--- config.mk ---
export PLATFORM = sky130hd
export DESIGN_NAME = operand_fetch_stage
export DESIGN_NICKNAME = d
export VERILOG_FILES = /design/src/rtl/operand_fetch_stage.sv
export SDC_FILE = /design/constraint.sdc
export NUM_CORES = 1
export LEC_CHECK = 0
export CORE_MARGIN = 5
export CORE_UTILIZATION = 38
export CTS_CLUSTER_DIAMETER = 100
export DETAILED_ROUTE_END_ITERATION = 7
export GPL_ROUTABILITY_DRIVEN = 0
export HOLD_SLACK_MARGIN = 0.08
export PLACE_DENSITY_LB_ADDON = 0.25
export SYNTH_ARGS = -nofsm -noshare
export SYNTH_HDL_FRONTEND = slang
export SYNTH_SLANG_ARGS = --single-unit
--- constraint.sdc ---
create_clock -name cpuClock -period 2.79 [get_ports cpuClock]
set_clock_uncertainty 0.05 [all_clocks]
set_input_delay 0.558 -clock cpuClock [delete_from_list [all_inputs] [get_ports cpuClock]]
set_output_delay 0.558 -clock cpuClock [all_outputs]
set_load 0.01 [all_outputs]
--- src/rtl/operand_fetch_stage.sv ---
// Decode-to-execute operand fetch: forwarding select, load-use bubble insertion, execute-side registers.
// Define OPERAND_FETCH_PERF_EN to build the bubble/forward performance counters.
module operand_fetch_stage #(
  parameter int unsigned LOAD_LATENCY  = 1,
  parameter int unsigned COUNTER_WIDTH = 32
) (
  input  logic                     cpuClock,
  input  logic                     reset,
  input  logic                     stall,
  input  logic                     flush,
  input  logic                     validIn,
  input  logic [4:0]               readAddrA,
  input  logic [4:0]               readAddrB,
  input  logic                     useImmB,
  input  logic [31:0]              immediateIn,
  input  logic [4:0]               destAddrIn,
  input  logic                     destWeIn,
  input  logic [31:0]              dataA,
  input  logic [31:0]              dataB,
  input  logic                     exWriteEnable,
  input  logic [4:0]               exWriteAddr,
  input  logic                     exIsLoad,
  input  logic [31:0]              exResult,
  input  logic                     wbWriteEnable,
  input  logic [4:0]               wbWriteAddr,
  input  logic [31:0]              wbWriteData,
  output logic [31:0]              operandA,
  output logic [31:0]              operandB,
  output logic [4:0]               destAddrOut,
  output logic                     destWeOut,
  output logic                     validOut,
  output logic                     hazardStall,
  output logic [COUNTER_WIDTH-1:0] bubbleCount,
  output logic [COUNTER_WIDTH-1:0] forwardCount
);

  typedef enum logic {RUN, BUBBLE} state_e;

  state_e      state_q, state_d;
  logic [2:0]  cnt_q, cnt_d;
  logic [31:0] operand_a_q, operand_a_d;
  logic [31:0] operand_b_q, operand_b_d;
  logic [4:0]  dest_addr_q, dest_addr_d;
  logic        dest_we_q, dest_we_d;
  logic        valid_q, valid_d;

  logic        ex_hit_a, wb_hit_a, ex_hit_b, wb_hit_b;
  logic [31:0] sel_a, sel_b;
  logic        hz;

  // A load in execute cannot forward; its consumer is caught by hz instead.
  assign ex_hit_a = (readAddrA != 5'd0) && exWriteEnable && !exIsLoad && (exWriteAddr == readAddrA);
  assign wb_hit_a = (readAddrA != 5'd0) && !ex_hit_a && wbWriteEnable && (wbWriteAddr == readAddrA);
  assign ex_hit_b = !useImmB && (readAddrB != 5'd0) && exWriteEnable && !exIsLoad
                    && (exWriteAddr == readAddrB);
  assign wb_hit_b = !useImmB && (readAddrB != 5'd0) && !ex_hit_b && wbWriteEnable
                    && (wbWriteAddr == readAddrB);

  assign sel_a = (readAddrA == 5'd0) ? 32'd0 :
                 ex_hit_a            ? exResult :
                 wb_hit_a            ? wbWriteData : dataA;
  assign sel_b = useImmB             ? immediateIn :
                 (readAddrB == 5'd0) ? 32'd0 :
                 ex_hit_b            ? exResult :
                 wb_hit_b            ? wbWriteData : dataB;

  assign hz = (state_q == RUN) && validIn && exWriteEnable && exIsLoad && (exWriteAddr != 5'd0)
              && ((exWriteAddr == readAddrA) || (!useImmB && (exWriteAddr == readAddrB)));

  assign hazardStall = hz || (state_q == BUBBLE);

  always_comb begin
    // NOTE: every _d starts as its _q so no path through this block can infer a latch.
    state_d     = state_q;
    cnt_d       = cnt_q;
    operand_a_d = operand_a_q;
    operand_b_d = operand_b_q;
    dest_addr_d = dest_addr_q;
    dest_we_d   = dest_we_q;
    valid_d     = valid_q;
    if (flush) begin
      state_d   = RUN;
      cnt_d     = 3'd0;
      valid_d   = 1'b0;
      dest_we_d = 1'b0;
    end else if (!stall) begin
      unique case (state_q)
        RUN: begin
          if (hz) begin
            state_d   = BUBBLE;
            cnt_d     = 3'(LOAD_LATENCY - 1);
            valid_d   = 1'b0;
            dest_we_d = 1'b0;
          end else begin
            operand_a_d = sel_a;
            operand_b_d = sel_b;
            dest_addr_d = destAddrIn;
            valid_d     = validIn;
            dest_we_d   = validIn && destWeIn;
          end
        end
        BUBBLE: begin
          valid_d   = 1'b0;
          dest_we_d = 1'b0;
          if (cnt_q == 3'd0) state_d = RUN;
          else               cnt_d   = cnt_q - 3'd1;
        end
        default: state_d = RUN;
      endcase
    end
  end

  always_ff @(posedge cpuClock) begin
    // NOTE: non-blocking assignments so every flop samples pre-edge values regardless of order.
    if (reset) begin
      state_q     <= RUN;
      cnt_q       <= 3'd0;
      operand_a_q <= 32'd0;
      operand_b_q <= 32'd0;
      dest_addr_q <= 5'd0;
      dest_we_q   <= 1'b0;
      valid_q     <= 1'b0;
    end else begin
      state_q     <= state_d;
      cnt_q       <= cnt_d;
      operand_a_q <= operand_a_d;
      operand_b_q <= operand_b_d;
      dest_addr_q <= dest_addr_d;
      dest_we_q   <= dest_we_d;
      valid_q     <= valid_d;
    end
  end

  assign operandA    = operand_a_q;
  assign operandB    = operand_b_q;
  assign destAddrOut = dest_addr_q;
  assign destWeOut   = dest_we_q;
  assign validOut    = valid_q;

`ifdef OPERAND_FETCH_PERF_EN
  logic [COUNTER_WIDTH-1:0] bubble_count_q, bubble_count_d;
  logic [COUNTER_WIDTH-1:0] forward_count_q, forward_count_d;
  logic                     capture;
  logic [1:0]               fwd_sum;

  assign capture = !flush && !stall && (state_q == RUN) && !hz && validIn;
  assign fwd_sum = {1'b0, ex_hit_a || wb_hit_a} + {1'b0, ex_hit_b || wb_hit_b};

  always_comb begin
    bubble_count_d  = bubble_count_q;
    forward_count_d = forward_count_q;
    if (!flush && !stall && hazardStall) bubble_count_d = bubble_count_q + COUNTER_WIDTH'(1);
    if (capture) forward_count_d = forward_count_q + COUNTER_WIDTH'(fwd_sum);
  end

  always_ff @(posedge cpuClock) begin
    if (reset) begin
      bubble_count_q  <= '0;
      forward_count_q <= '0;
    end else begin
      bubble_count_q  <= bubble_count_d;
      forward_count_q <= forward_count_d;
    end
  end

  assign bubbleCount  = bubble_count_q;
  assign forwardCount = forward_count_q;
`else
  assign bubbleCount  = '0;
  assign forwardCount = '0;
`endif

endmodule

## Word level (Yosys, flattened, before mapping)

Index checks and enable logic that the tools add are counted.

| operators by class | value |
|---|---|
| bitwise gates (word level) | 4 |
| multiply operators | 0 |
| div/mod/pow operators | 0 |
| shifts and indexed selects | 0 |
| multiplexer cells | 17 |
| $add $sub $neg | 1 |
| order comparisons | 0 |
| equal/unequal tests | 6 |
| reductions and logical operators | 35 |

Operator list:

| operator | count |
|---|---|
| 32-bit 2-to-1 mux | 7 |
| 5-bit == test | 4 |
| 1-bit logical AND | 20 |
| 5-bit nonzero test | 3 |
| 5-bit zero test | 2 |
| 3-bit 2-to-1 mux | 2 |
| 1-bit one-hot mux with 2 select lines | 3 |
| 3-bit one-hot mux with 2 select lines | 1 |
| 1-bit zero test | 4 |
| 1-bit 2-to-1 mux | 4 |
| 2-bit inequality test (second input constant) | 2 |
| 1-bit inverter | 4 |
| 4-bit AND reduction | 1 |
| 3-bit zero test | 1 |
| 3-bit AND reduction | 1 |
| 3-bit by 1-bit subtractor with 3-bit output (second input constant) | 1 |
| 1-bit logical OR | 2 |
| 2-bit OR reduction | 1 |

| storage, ports and cells | value |
|---|---|
| bits of input ports | 195 |
| latch bits | 0 |
| memory bits (read-only) | 0 |
| word-level logic and storage cells | 70 |
| bits in writable memories | 0 |
| memories | 0 |
| output and inout bits | 136 |
| bits in registers | 75 |

## Longest topological paths before layout

Gate-level depths: netlist of run 1.

| depth | value |
|---|---|
| word-level depth | 13 |
| mapped depth | 8 |
| mapped depth without buffers | 8 |

## Least setup slack after synthesis of run 1

No wires, ideal clock.

| path | value |
|---|---|
| kind | input port to flip-flop |
| start point | in readAddrB[2] |
| end point | reg operand_b_q[10], in the netlist operandB[10] |
| setup slack | 396 ps |
| buffers on the path | 1 |
| required time | 2649 ps |
| library setup time | 91 ps |
| data arrival time | 2253 ps |
| stages | 7 |
| path through | or4_1 > o21bai_2 > nor3_2 > buf_4 > mux2i_1 > a211o_1 > a311oi_1 |

| between the ends | value |
|---|---|
| longest elaborated chain between the ends | 13 |
| elaborated cells on any way between the ends | 21 |
| classes of those cells | eq/ne (2); mux (4); bitwise (1); reduce/logical (14) |

RTL lines:

| what | RTL line | RTL |
|---|---|---|
| start, declared | 13 | `input logic [4:0] readAddrB,` |
| 5-bit nonzero test | 54, 56 |  |
| 1-bit logical AND | 54, 56 |  |
| 1-bit logical AND (2 in series) | 54 | `assign ex_hit_b = !useImmB && (readAddrB != 5'd0) && exWriteEnable && !exIsLoad` |
| 1-bit logical AND | 55 | `&& (exWriteAddr == readAddrB);` |
| 1-bit zero test | 56 | `assign wb_hit_b = !useImmB && (readAddrB != 5'd0) && !ex_hit_b && wbWriteEnable` |
| 1-bit logical AND (2 in series) | 56 |  |
| 1-bit logical AND | 57 | `&& (wbWriteAddr == readAddrB);` |
| 32-bit 2-to-1 mux | 65 | `wb_hit_b ? wbWriteData : dataB;` |
| 32-bit 2-to-1 mux | 64 | `ex_hit_b ? exResult :` |
| 32-bit 2-to-1 mux | 63 | `(readAddrB == 5'd0) ? 32'd0 :` |
| 32-bit 2-to-1 mux | 62 | `assign sel_b = useImmB ? immediateIn :` |
| end signal, assigned | 127 | `operand_b_q <= operand_b_d;` |
| end, declared | 42 | `logic [31:0] operand_b_q, operand_b_d;` |

Several ways; a longest one is shown, not always the timed one.
A chain may end at the register's enable or synchronous reset.

## Final worst setup path of run 1

| path | value |
|---|---|
| start point | in exWriteAddr[3] |
| end point | out hazardStall |

| between the ends | value |
|---|---|
| longest elaborated chain between the ends | 5 |
| elaborated cells on any way between the ends | 8 |
| classes of those cells | eq/ne (2); reduce/logical (6) |

RTL lines:

| what | RTL line | RTL |
|---|---|---|
| start, declared | 21 | `input logic [4:0] exWriteAddr,` |
| 5-bit == test | 68 | `&& ((exWriteAddr == readAddrA) \|\| (!useImmB && (exWriteAddr == readAddrB)));` |
| 1-bit logical AND | 68 |  |
| 1-bit logical OR | 68 |  |
| 1-bit logical AND (*) | 68 |  |
| 1-bit logical OR (*) | 70 | `assign hazardStall = hz \|\| (state_q == BUBBLE);` |
| end, declared | 32 | `output logic hazardStall,` |

Every way passes the cells marked *; elsewhere a longest branch is shown, timed or not.

==> results of run 1 <==
## power breakdown
group	internal, mW	total (mW)	switching [mW]
Sequential	1.13	1.16	0.0299
Clock	0.650	1.10	0.450
Combinational	0.486	0.833	0.347
## area by class of cell
cell class	count	share of cell area, %
repair buffers	304	36.5
clock inverters	2	0.120
clock buffers	14	3.17
well taps	180	2.70
flip-flops and latches	75	18.0
inverters	27	1.22
multi-input cells	528	38.2
## critical path, cell delays in order
cell,delay [ns]
clkdlybuf4s50_1,0.49
buf_4,0.12
xor2_1,0.20
o22ai_2,0.13
a21oi_1,0.18
inv_1,0.05
dlygate4sd2_1,0.29
## metrics by stage
step	std cells	hold slack (ns)	TNS, ns	util, %	instance area (sq um)
after global placement	1114	0.387	-6.98	58.7	8050
final	1130	0.406	0	60.7	8330
after floorplan	750	0.417	0	-	5480
after CTS	1130	0.406	0	60.7	8330
after global routing	1130	0.440	0	60.7	8330
after detailed placement	1114	0.395	-9.08	58.7	8050
## sequential cells by signal (all words and copies together) (netlist names)
name,cells
state_q,1
validOut,1
operandB,32
destWeOut,1
operandA,32
destAddrOut,5
cnt_q,3
## layout by cell type, fill, tap and decap left out, types with 32 or more instances in the layout
cell             netlist  layout
a211o_1               32      32
a21oi_1               38      37
a311oi_1              32      32
clkdlybuf4s50_1        0     263
conb_1                 1      64
dfxtp_1               75      75
mux2i_1               42      42
nand2_1               43      43
nor2_1                91      91
nor2b_1               33      33
o21ai_0               62      62
## cell families (layout without fill, tap and decap cells)
group	Yosys count	count (layout)	share of synthesized area, %
fa+ha+maj	2	2	0.477
xor+xnor	20	20	3.34
mux	52	52	10.2
other cells	1	64	0.0715
buf+inv	147	347	15.8
simple gates	192	192	16.9
flops	75	75	28.6
compound gates	198	198	24.7
## final timing paths
path | from | to | slack, ns | cells after the start
worst max-delay path | exWriteAddr[3] | hazardStall | 0.16 | 7
worst min-delay path | validOut | validOut | 0.41 | 2
worst max register to register | state_q | operandA[14] | 0.73 | 7
worst min register to register | validOut | validOut | 0.41 | 2
## metal layers
layer	up-vias	routed length [um]	part of all wire (%)	GRT usage, %
li1	2793	-	-	-
met1	2606	7920	41	27.7
met2	246	9160	48	37.7
met3	26	1740	9.0	6.31
met4	0	375	2.0	7.00
met5	-	0	0	0
## what timing repair did
action	CTS	global route
pin swaps	0	1
setup endpoints to repair	1	15
gates resized for setup	3	2
gates cloned	0	0
buffers inserted	0	0
==> impl_results.md, run 1 <==
- Outcome: finished, final reports clean
- Post-Synthesis Cells: 687
- Pwr Density: 371 nW/um^2
- Clock slew at reported path FFs: 0.05 ns
- Setup crit start kind: input port
- Largest area contributor in the netlist: dfxtp_1
- Count leader, synth: nor2_1
- First-pass GRT wire length: 29100 um
- Worst-path fanout max: 3
- Async SR Flop Fraction: 0%
- Row cnt: 43
- DR pass1 iterations: 4
- Root buffer cell: clkbuf_16
- # diodes: 0
- Avg Vias per Cell: 5.02
- RSZ-0062 raised after global routing: false
- Die Height: 128 um
- Minimum clock period: 2.63 ns
- Netlist cell types: 38
- H-tree levels: 3
- Total number of vias: 5671
- Fin crit share: 94.4%
- Tot Pwr: 3.09 mW
- Fmax achieved: 380 MHz
- Critical Setup Path Class: in2out
- Core area: 13700 sq um
- Wirelength, routed: 19200 um
- Arrival @ worst endpoint: 2.02 ns
- Total global-route track usage: 22.4%
- LEAKAGE: 3.34 nW
- Antenna Nets Post-Route: 0
- Io pins: 331
- Multi-input logic area: 3190 sq um
- Top FF cell, synth: dfxtp_1
- Max_slew headroom: 46.8%
- Final setup viols: 0
- Inserted Clock Buffers: 9
- Place WS: -0.276 ns
- Synth cell count leaders: 91 x nor2_1, 75 x dfxtp_1, 68 x buf_4, 62 x o21ai_0, 43 x nand2_1
- VDD IR max: 0.246 mV
- EDFF count, synth: 0
- Fillcell total: 1339
- Mapped Avg Cell Area: 7.64 sq um
- Final Hold Viols: 0
- DRC errors left: 0
- Largest net degree at the start of global routing: 71
- Worst-Margin Slew: 0.798 ns
- Clk_lat worst skew: 0.33 ns
- Worst Hold Class: reg2reg
- Overflow after GRT: 0
- Die X-Extent: 128 um
- MaxCap Viol Count: 0
- DR iter-0 viols: 295
- Final nets: 1142
- Area grow syn2layout: 58.8%
- Critical Path End Type: primary output
- CTS tree: yes
- Hold Buf Count CTS: 0
- Top cells by area, synth: dfxtp_1 29%, buf_4 9.7%, mux2i_1 8.0%
- Post-synthesis register bit count: 75
- Synthesized area: 5250 sq um
- Number of antenna violations at the first check in global routing: 0
- Layout cells sized above 1: 7.47%
- Hpwl dp: 14500 um
- Starting Density: 38.2%
- Synth Warn #: 0
- Vias in the first global route: 5453
- Synth top area share: 28.6%
- Die footprint: 16300 sq um
- Buffers added on ports: 266
- Seq. cell area: 1500 sq um
- CP Data Required Time: 2.18 ns
- Seq/Total Area, Yosys: 28.6%
- Maximum clock path buffer count: 2
- Wire length per cell: 17.0 um
- Final setup margin: 0.157 ns
- CTS sink count: 75
- Fin. max-slew vios: 0
No activity file was read; power rests on OpenSTA's default activity.
==> run 2, diff against run 1 <==
--- a/config.mk
+++ b/config.mk
@@ -5,10 +5,10 @@
 export SDC_FILE = /design/constraint.sdc
 export NUM_CORES = 1
 export LEC_CHECK = 0
-export CORE_MARGIN = 5
-export CORE_UTILIZATION = 38
+export CORE_AREA = 4 4 127 129
 export CTS_CLUSTER_DIAMETER = 100
 export DETAILED_ROUTE_END_ITERATION = 7
+export DIE_AREA = 0 0 131 133
 export GPL_ROUTABILITY_DRIVEN = 0
 export HOLD_SLACK_MARGIN = 0.08
 export PLACE_DENSITY_LB_ADDON = 0.25
==> impl_results.md, run 2 (synthesized netlist as in run 1, its figures left out) <==
- Clock slew at reported path FFs: 0.06 ns (about the same)
- Hpwl dp: 14400 um (-0.44%)
- Hold WS: 0.407 ns (+0.00130 ns)
- Number of antenna violations at the first check in global routing: 1 (+1)
- HP Start: validOut
- Layout cells sized above 1: 8.38% (+0.90 points)
- RSZ-0062 raised after global routing: false
- DRC errors left: 0 (unchanged)
- Worst Hold Path EP: validOut
- Root buffer cell: clkbuf_16
- Final setup viols: 0 (unchanged)
- Area grow syn2layout: 60.6%
- Vias in the first global route: 5378 (-1.4%)
- Final instance area: 8430 sq um (+1.1%)
- Total number of vias: 5674 (+0.053%)
- CTS tree: yes
- CP Data Required Time: 2.98 ns (+0.80 ns)
- Outcome: finished, final reports clean
- VDD IR max: 0.233 mV (-5.3%)
- Avg Vias per Cell: 4.96 (-1.1%)
- Hold path cells: 2 (unchanged)
- Critical Path End Type: flop
- Final Hold Viols: 0 (unchanged)
- Seq. cell area: 1500 sq um (unchanged)
- Fmax achieved: 368 MHz (-3.1%)
- DR iter-0 viols: 271 (-8.1%)
- Worst-Margin Slew: 0.850 ns (+0.0522 ns)
- Pwr Density: 371 nW/um^2 (-0.22%)
- H-tree levels: 3 (unchanged)
- Die X-Extent: 131 um (+2.7%)
- Cells along the critical path: clkdlybuf4s50_1, or4_4, o21bai_4, nor3_4, buf_12, buf_12, mux2i_1, a211o_1, a311oi_1
- Critical Setup Path Class: in2reg
- Multi-input logic area: 3200 sq um (+0.31%)
- Core area: 15000 sq um (+9.6%)
- RR Startpoint: state_q
- Setup_tns: 0 ns (unchanged)
- Commonest cells after routing, fill and taps aside: 264 x clkdlybuf4s50_1, 91 x nor2_1, 75 x dfxtp_1, 64 x conb_1, 62 x o21ai_0
- Arrival @ worst endpoint: 2.90 ns (+0.88 ns)
- Final setup margin: 0.0735 ns (-0.0838 ns)
- Minimum clock period: 2.72 ns (+0.0838 ns)
- FF-to-FF path depth: 7 (unchanged)
- Most common cell after layout, fill and taps aside: clkdlybuf4s50_1
- Fillcell total: 1432 (+6.9%)
- DR pass1 iterations: 5 (+1)
- CTS sink count: 75 (unchanged)
- WP buf/inv: 3 (-1)
- Final nets: 1148 (+0.53%)
- Setup crit start kind: input port
- Starting Density: 34.9% (-3.3 points)
- Worst Hold Class: reg2reg
- Fin crit share: 97.4% (+3.0 points)
- Antenna Nets Post-Route: 0 (unchanged)
- Row cnt: 45 (+4.7%)
- CP top delay family: buffers and inverters
- Fin. max-slew vios: 0 (unchanged)
- Maximum clock path buffer count: 2 (unchanged)
- Die Height: 133 um (+4.3%)
- Total global-route track usage: 21.5% (-0.95 points)
- # diodes: 0 (unchanged)
- Wirelength, routed: 19800 um (+3.1%)
- MaxCap Viol Count: 0 (unchanged)
- LEAKAGE: 3.38 nW (+1.3%)
- Wire length per cell: 17.3 um (+1.9%)
- Overflow after GRT: 0 (unchanged)
- R2r endpoint: operandA[27]
- CP max stage delay: 0.59 ns (+0.10 ns)
- Tot Pwr: 3.12 mW (+0.91%)
- Place WS: -0.282 ns (-0.00595 ns)
- CP max stage cell: or4_4
- Die footprint: 17400 sq um (+7.2%)
- Post-Place Cell Area: 8100 sq um (+0.65%)
- Inserted Clock Buffers: 9 (unchanged)
- Largest net degree at the start of global routing: 71 (unchanged)
- Buffers added on ports: 266 (unchanged)
- Clk_lat worst skew: 0.33 ns (about the same)
- Top cell by count, worst path: buf_12
- First-pass GRT wire length: 29100 um (about the same)
- R2R setup slack: 0.73 ns (about the same)
- Worst-path fanout max: 13 (+10)
- Io pins: 331 (unchanged)
- Max_slew headroom: 43.3% (-3.5 points)
## run 2: cell count changes in the layout (fill, tap and decap cells not counted), sizes merged
cell / change
buf: +6
dlygate4sd2: -1
clkdlybuf4s50: +1
clkbuf: -1
## run 2: through the flow
| stage | cells | util (%) |
|---|---|---|
| 6_report | 1143 | 56.1 |
| 4_1_cts | 1142 | 55.8 |
| 5_1_grt | 1143 | 56.1 |
| 2_1_floorplan | 750 | - |
| 3_3_place_gp | 1126 | 53.9 |
| 3_5_place_dp | 1126 | 53.9 |
## run 2: layout make-up
| class | instances | area share [%] |
|---|---|---|
| well taps | 188 | 2.79 |
| repair buffers | 310 | 36.9 |
| inverters | 27 | 1.20 |
| clock buffers | 13 | 3.21 |
| flip-flops and latches | 75 | 17.8 |
| multi-input cells | 528 | 37.9 |
| clock inverters | 2 | 0.119 |
## run 2: worst max-delay path by stage
stage | startpoint | endpoint | cells past startpoint
floorplan | readAddrB[2] | operandB[10] | 7
global placement | readAddrB[3] | operandB[8] | 9
detailed placement | readAddrB[1] | operandB[8] | 9
CTS | readAddrB[1] | operandB[8] | 9
global route | exWriteAddr[1] | hazardStall | 8
finish | readAddrB[2] | operandB[8] | 9
## run 2: routing by layer
layer / vias up / part of all wire [%] / track usage [%]
met4: 2 / 2.1 / 7.20
met1: 2615 / 40 / 25.6
li1: 2797 / - / -
met5: - / 0.091 / 0
met2: 232 / 49 / 36.6
met3: 28 / 8.3 / 5.89
## run 2: report_power, final
part / total, mW / switching [mW] / internal (mW) / leakage [nW]
Sequential: 1.16 / 0.0287 / 1.13 / 0.615
Combinational: 0.850 / 0.354 / 0.496 / 2.63
Clock: 1.11 / 0.444 / 0.668 / 0.141
Total: 3.12 / 0.826 / 2.30 / 3.38
## run 2: worst reg2reg max path, delay by kind of cell (launching register included)
family / cells / cell delay (ns)
simple gates: 4 / 0.92
flops: 1 / 0.44
compound gates: 2 / 0.35
buf+inv: 1 / 0.21
## run 2: timing repair
item	4_1_cts	5_1_grt
hold buffers	0	0
setup buffers	1	1
endpoints found under the setup margin	1	24
pin swaps	1	1
gates cloned	0	0
resized for setup	2	3
==> run 3, diff against run 2 <==
--- a/config.mk
+++ b/config.mk
@@ -5,6 +5,7 @@
 export SDC_FILE = /design/constraint.sdc
 export NUM_CORES = 1
 export LEC_CHECK = 0
+export CAP_MARGIN = 20
 export CORE_AREA = 4 4 127 129
 export CTS_CLUSTER_DIAMETER = 100
 export DETAILED_ROUTE_END_ITERATION = 7
@@ -12,6 +13,8 @@
 export GPL_ROUTABILITY_DRIVEN = 0
 export HOLD_SLACK_MARGIN = 0.08
 export PLACE_DENSITY_LB_ADDON = 0.25
+export REMOVE_ABC_BUFFERS = 1
+export SLEW_MARGIN = 5
 export SYNTH_ARGS = -nofsm -noshare
 export SYNTH_HDL_FRONTEND = slang
 export SYNTH_SLANG_ARGS = --single-unit
==> impl_results.md, run 3 (synthesized netlist as in run 1, its figures left out) <==
- Outcome: finished, final reports clean
- Commonest cells after routing, fill and taps aside: 264 x clkdlybuf4s50_1, 91 x nor2_1, 75 x dfxtp_1, 64 x conb_1, 62 x o21ai_0
- CTS sink count: 75 (unchanged)
- CTS tree: yes
- MaxCap Viol Count: 0 (unchanged)
- Core area: 15000 sq um (unchanged)
- Final setup viols: 0 (unchanged)
- Starting Density: 34.9% (unchanged)
- R2R setup slack: 0.68 ns (-0.05 ns)
- Wirelength, routed: 19400 um (-2.1%)
- Worst Hold Class: reg2reg
- Most common cell after layout, fill and taps aside: clkdlybuf4s50_1
- Number of antenna violations at the first check in global routing: 0 (-1)
- HP Start: destWeOut
- Maximum clock path buffer count: 2 (unchanged)
- Inserted Clock Buffers: 9 (unchanged)
- Total global-route track usage: 21.0% (-0.42 points)
- Hold path cells: 2 (unchanged)
- DRC errors left: 0 (unchanged)
- R2r endpoint: operandA[0]
- Final setup margin: 0.132 ns (+0.0583 ns)
- # diodes: 0 (unchanged)
- Die Height: 133 um (unchanged)
- DR pass1 iterations: 5 (unchanged)
- Clk_lat worst skew: 0.34 ns (about the same)
- Hold Buf Count CTS: 0 (unchanged)
- Avg Vias per Cell: 4.97 (+0.10%)
- Area grow syn2layout: 59.2%
- Arrival @ worst endpoint: 2.05 ns (-0.85 ns)
- Final Hold Viols: 0 (unchanged)
- RSZ-0062 raised after global routing: false
- Io pins: 331 (unchanged)
- Wire length per cell: 17.1 um (-1.3%)
- Hpwl dp: 14200 um (-1.6%)
- Die X-Extent: 131 um (unchanged)
- Fin. max-slew vios: 0 (unchanged)
- Sw Pwr: 0.869 mW (+5.2%)
- Largest net degree at the start of global routing: 71 (unchanged)
- Die footprint: 17400 sq um (unchanged)
- Clock slew at reported path FFs: 0.06 ns (about the same)
- Hold WS: 0.417 ns (+0.00956 ns)
- Antenna Nets Post-Route: 0 (unchanged)
- Pwr Density: 379 nW/um^2 (+2.4%)
- LEAKAGE: 3.33 nW (-1.7%)
- Cell Int Power: 2.30 mW (+0.17%)
- Setup crit start kind: input port
- Reg power frac: 36.6% (-0.6 points)
- Critical Path End Type: primary output
- H-tree levels: 3 (unchanged)
- Final nets: 1138 (-0.87%)
- Buffers added on ports: 266 (unchanged)
- Minimum clock period: 2.66 ns (-0.0583 ns)
- Place WS: -0.247 ns (+0.0345 ns)
- Comb pwr share: 26.4% (-0.8 points)
- FF-to-FF path depth: 7 (unchanged)
- Row cnt: 45 (unchanged)
- Sw Share: 27.4% (+0.96 points)
- VDD IR max: 0.288 mV (+24%)
- Max_slew headroom: 45.6% (+2.3 points)
- Worst-Margin Slew: 0.816 ns (-0.0344 ns)
- Vias in the first global route: 5459 (+1.5%)
- Critical Setup Path Class: in2out
- Worst Hold Path EP: destWeOut
- Fmax achieved: 376 MHz (+2.2%)
- Layout cells sized above 1: 7.51% (-0.87 points)
- Root buffer cell: clkbuf_16
- DR iter-0 viols: 222 (-18%)
- Total number of vias: 5635 (-0.69%)
- Clk pwr share: 37.0% (+1.4 points)
- Overflow after GRT: 0 (unchanged)
- Fin crit share: 95.3% (-2.1 points)
- CP Data Required Time: 2.18 ns (-0.80 ns)
- Worst-path fanout max: 3 (-10)
- First-pass GRT wire length: 28700 um (-1.4%)
- RR Startpoint: state_q
[run 3: cell types whose count changed in the layout (fill, tap and decap cells not counted), sizes merged]
cell	change
buf	-10
clkinvlp	+2
clkbuf	-1
clkinv	-1
inv	+1
[run 3: per-layer routing]
| layer | routed length, um | GRT usage (%) | up-vias | part of all wire (%) |
|---|---|---|---|---|
| li1 | - | - | 2787 | - |
| met1 | 8030 | 25.8 | 2576 | 41 |
| met2 | 9260 | 35.2 | 245 | 48 |
| met3 | 1710 | 5.13 | 27 | 8.8 |
| met4 | 367 | 7.89 | 0 | 1.9 |
| met5 | 0 | 0 | - | 0 |
[run 3: worst max-delay path by stage]
stage,start,to,slack [ns],cells past startpoint
finish,exWriteAddr[4],hazardStall,0.13,7
global route,exWriteAddr[4],hazardStall,0.008,7
CTS,exWriteAddr[1],operandB[20],0.08,7
detailed placement,exWriteAddr[1],operandB[29],-0.25,7
global placement,exWriteAddr[4],operandB[14],-0.20,7
floorplan,stall,operandB[0],-1.53,3
[run 3: final cells by class]
cell class | count | area (sq um)
tap | 188 | 235
multi-input combinational | 528 | 3190
sequential | 75 | 1500
fill | 1468 | 6680
clock buffer | 12 | 267
inverter | 27 | 101
clock inverter | 4 | 32.5
timing repair buffer | 300 | 3020
[run 3: worst max-delay path: stages]
cell and delay, ns:
clkdlybuf4s50_1 0.53, xnor2_1 0.14, nand4_1 0.16, o22ai_2 0.21, a21oi_1 0.12, inv_1 0.06, dlygate4sd2_1 0.28
[run 3: what timing repair did]
item,CTS,global route
endpoints found under the hold margin,0,0
setup buffers,0,0
endpoints found under the setup margin,1,10
gates resized for setup,3,1
[run 3: through the flow]
stage                     setup TNS (ns)  cells  power [mW]  area (sq um)  utilization [%]
after floorplan                   -62.61    630        1.47          4750                -
after global placement             -9.28   1118        2.01          8040             53.5
after detailed placement           -9.87   1118        2.02          8040             53.5
after CTS                              0   1134        3.21          8350             55.5
after global routing                   0   1134        3.32          8350             55.6
final                                  0   1134        3.17          8350             55.6
[run 3: power by group through the flow]
stage	combinational, mW	sequential (mW)	clock, mW
floorplan	0.261	1.21	0
global placement	0.832	1.18	0
detailed placement	0.833	1.18	0
CTS	0.838	1.16	1.21
global route	0.904	1.17	1.25
finish	0.837	1.16	1.17
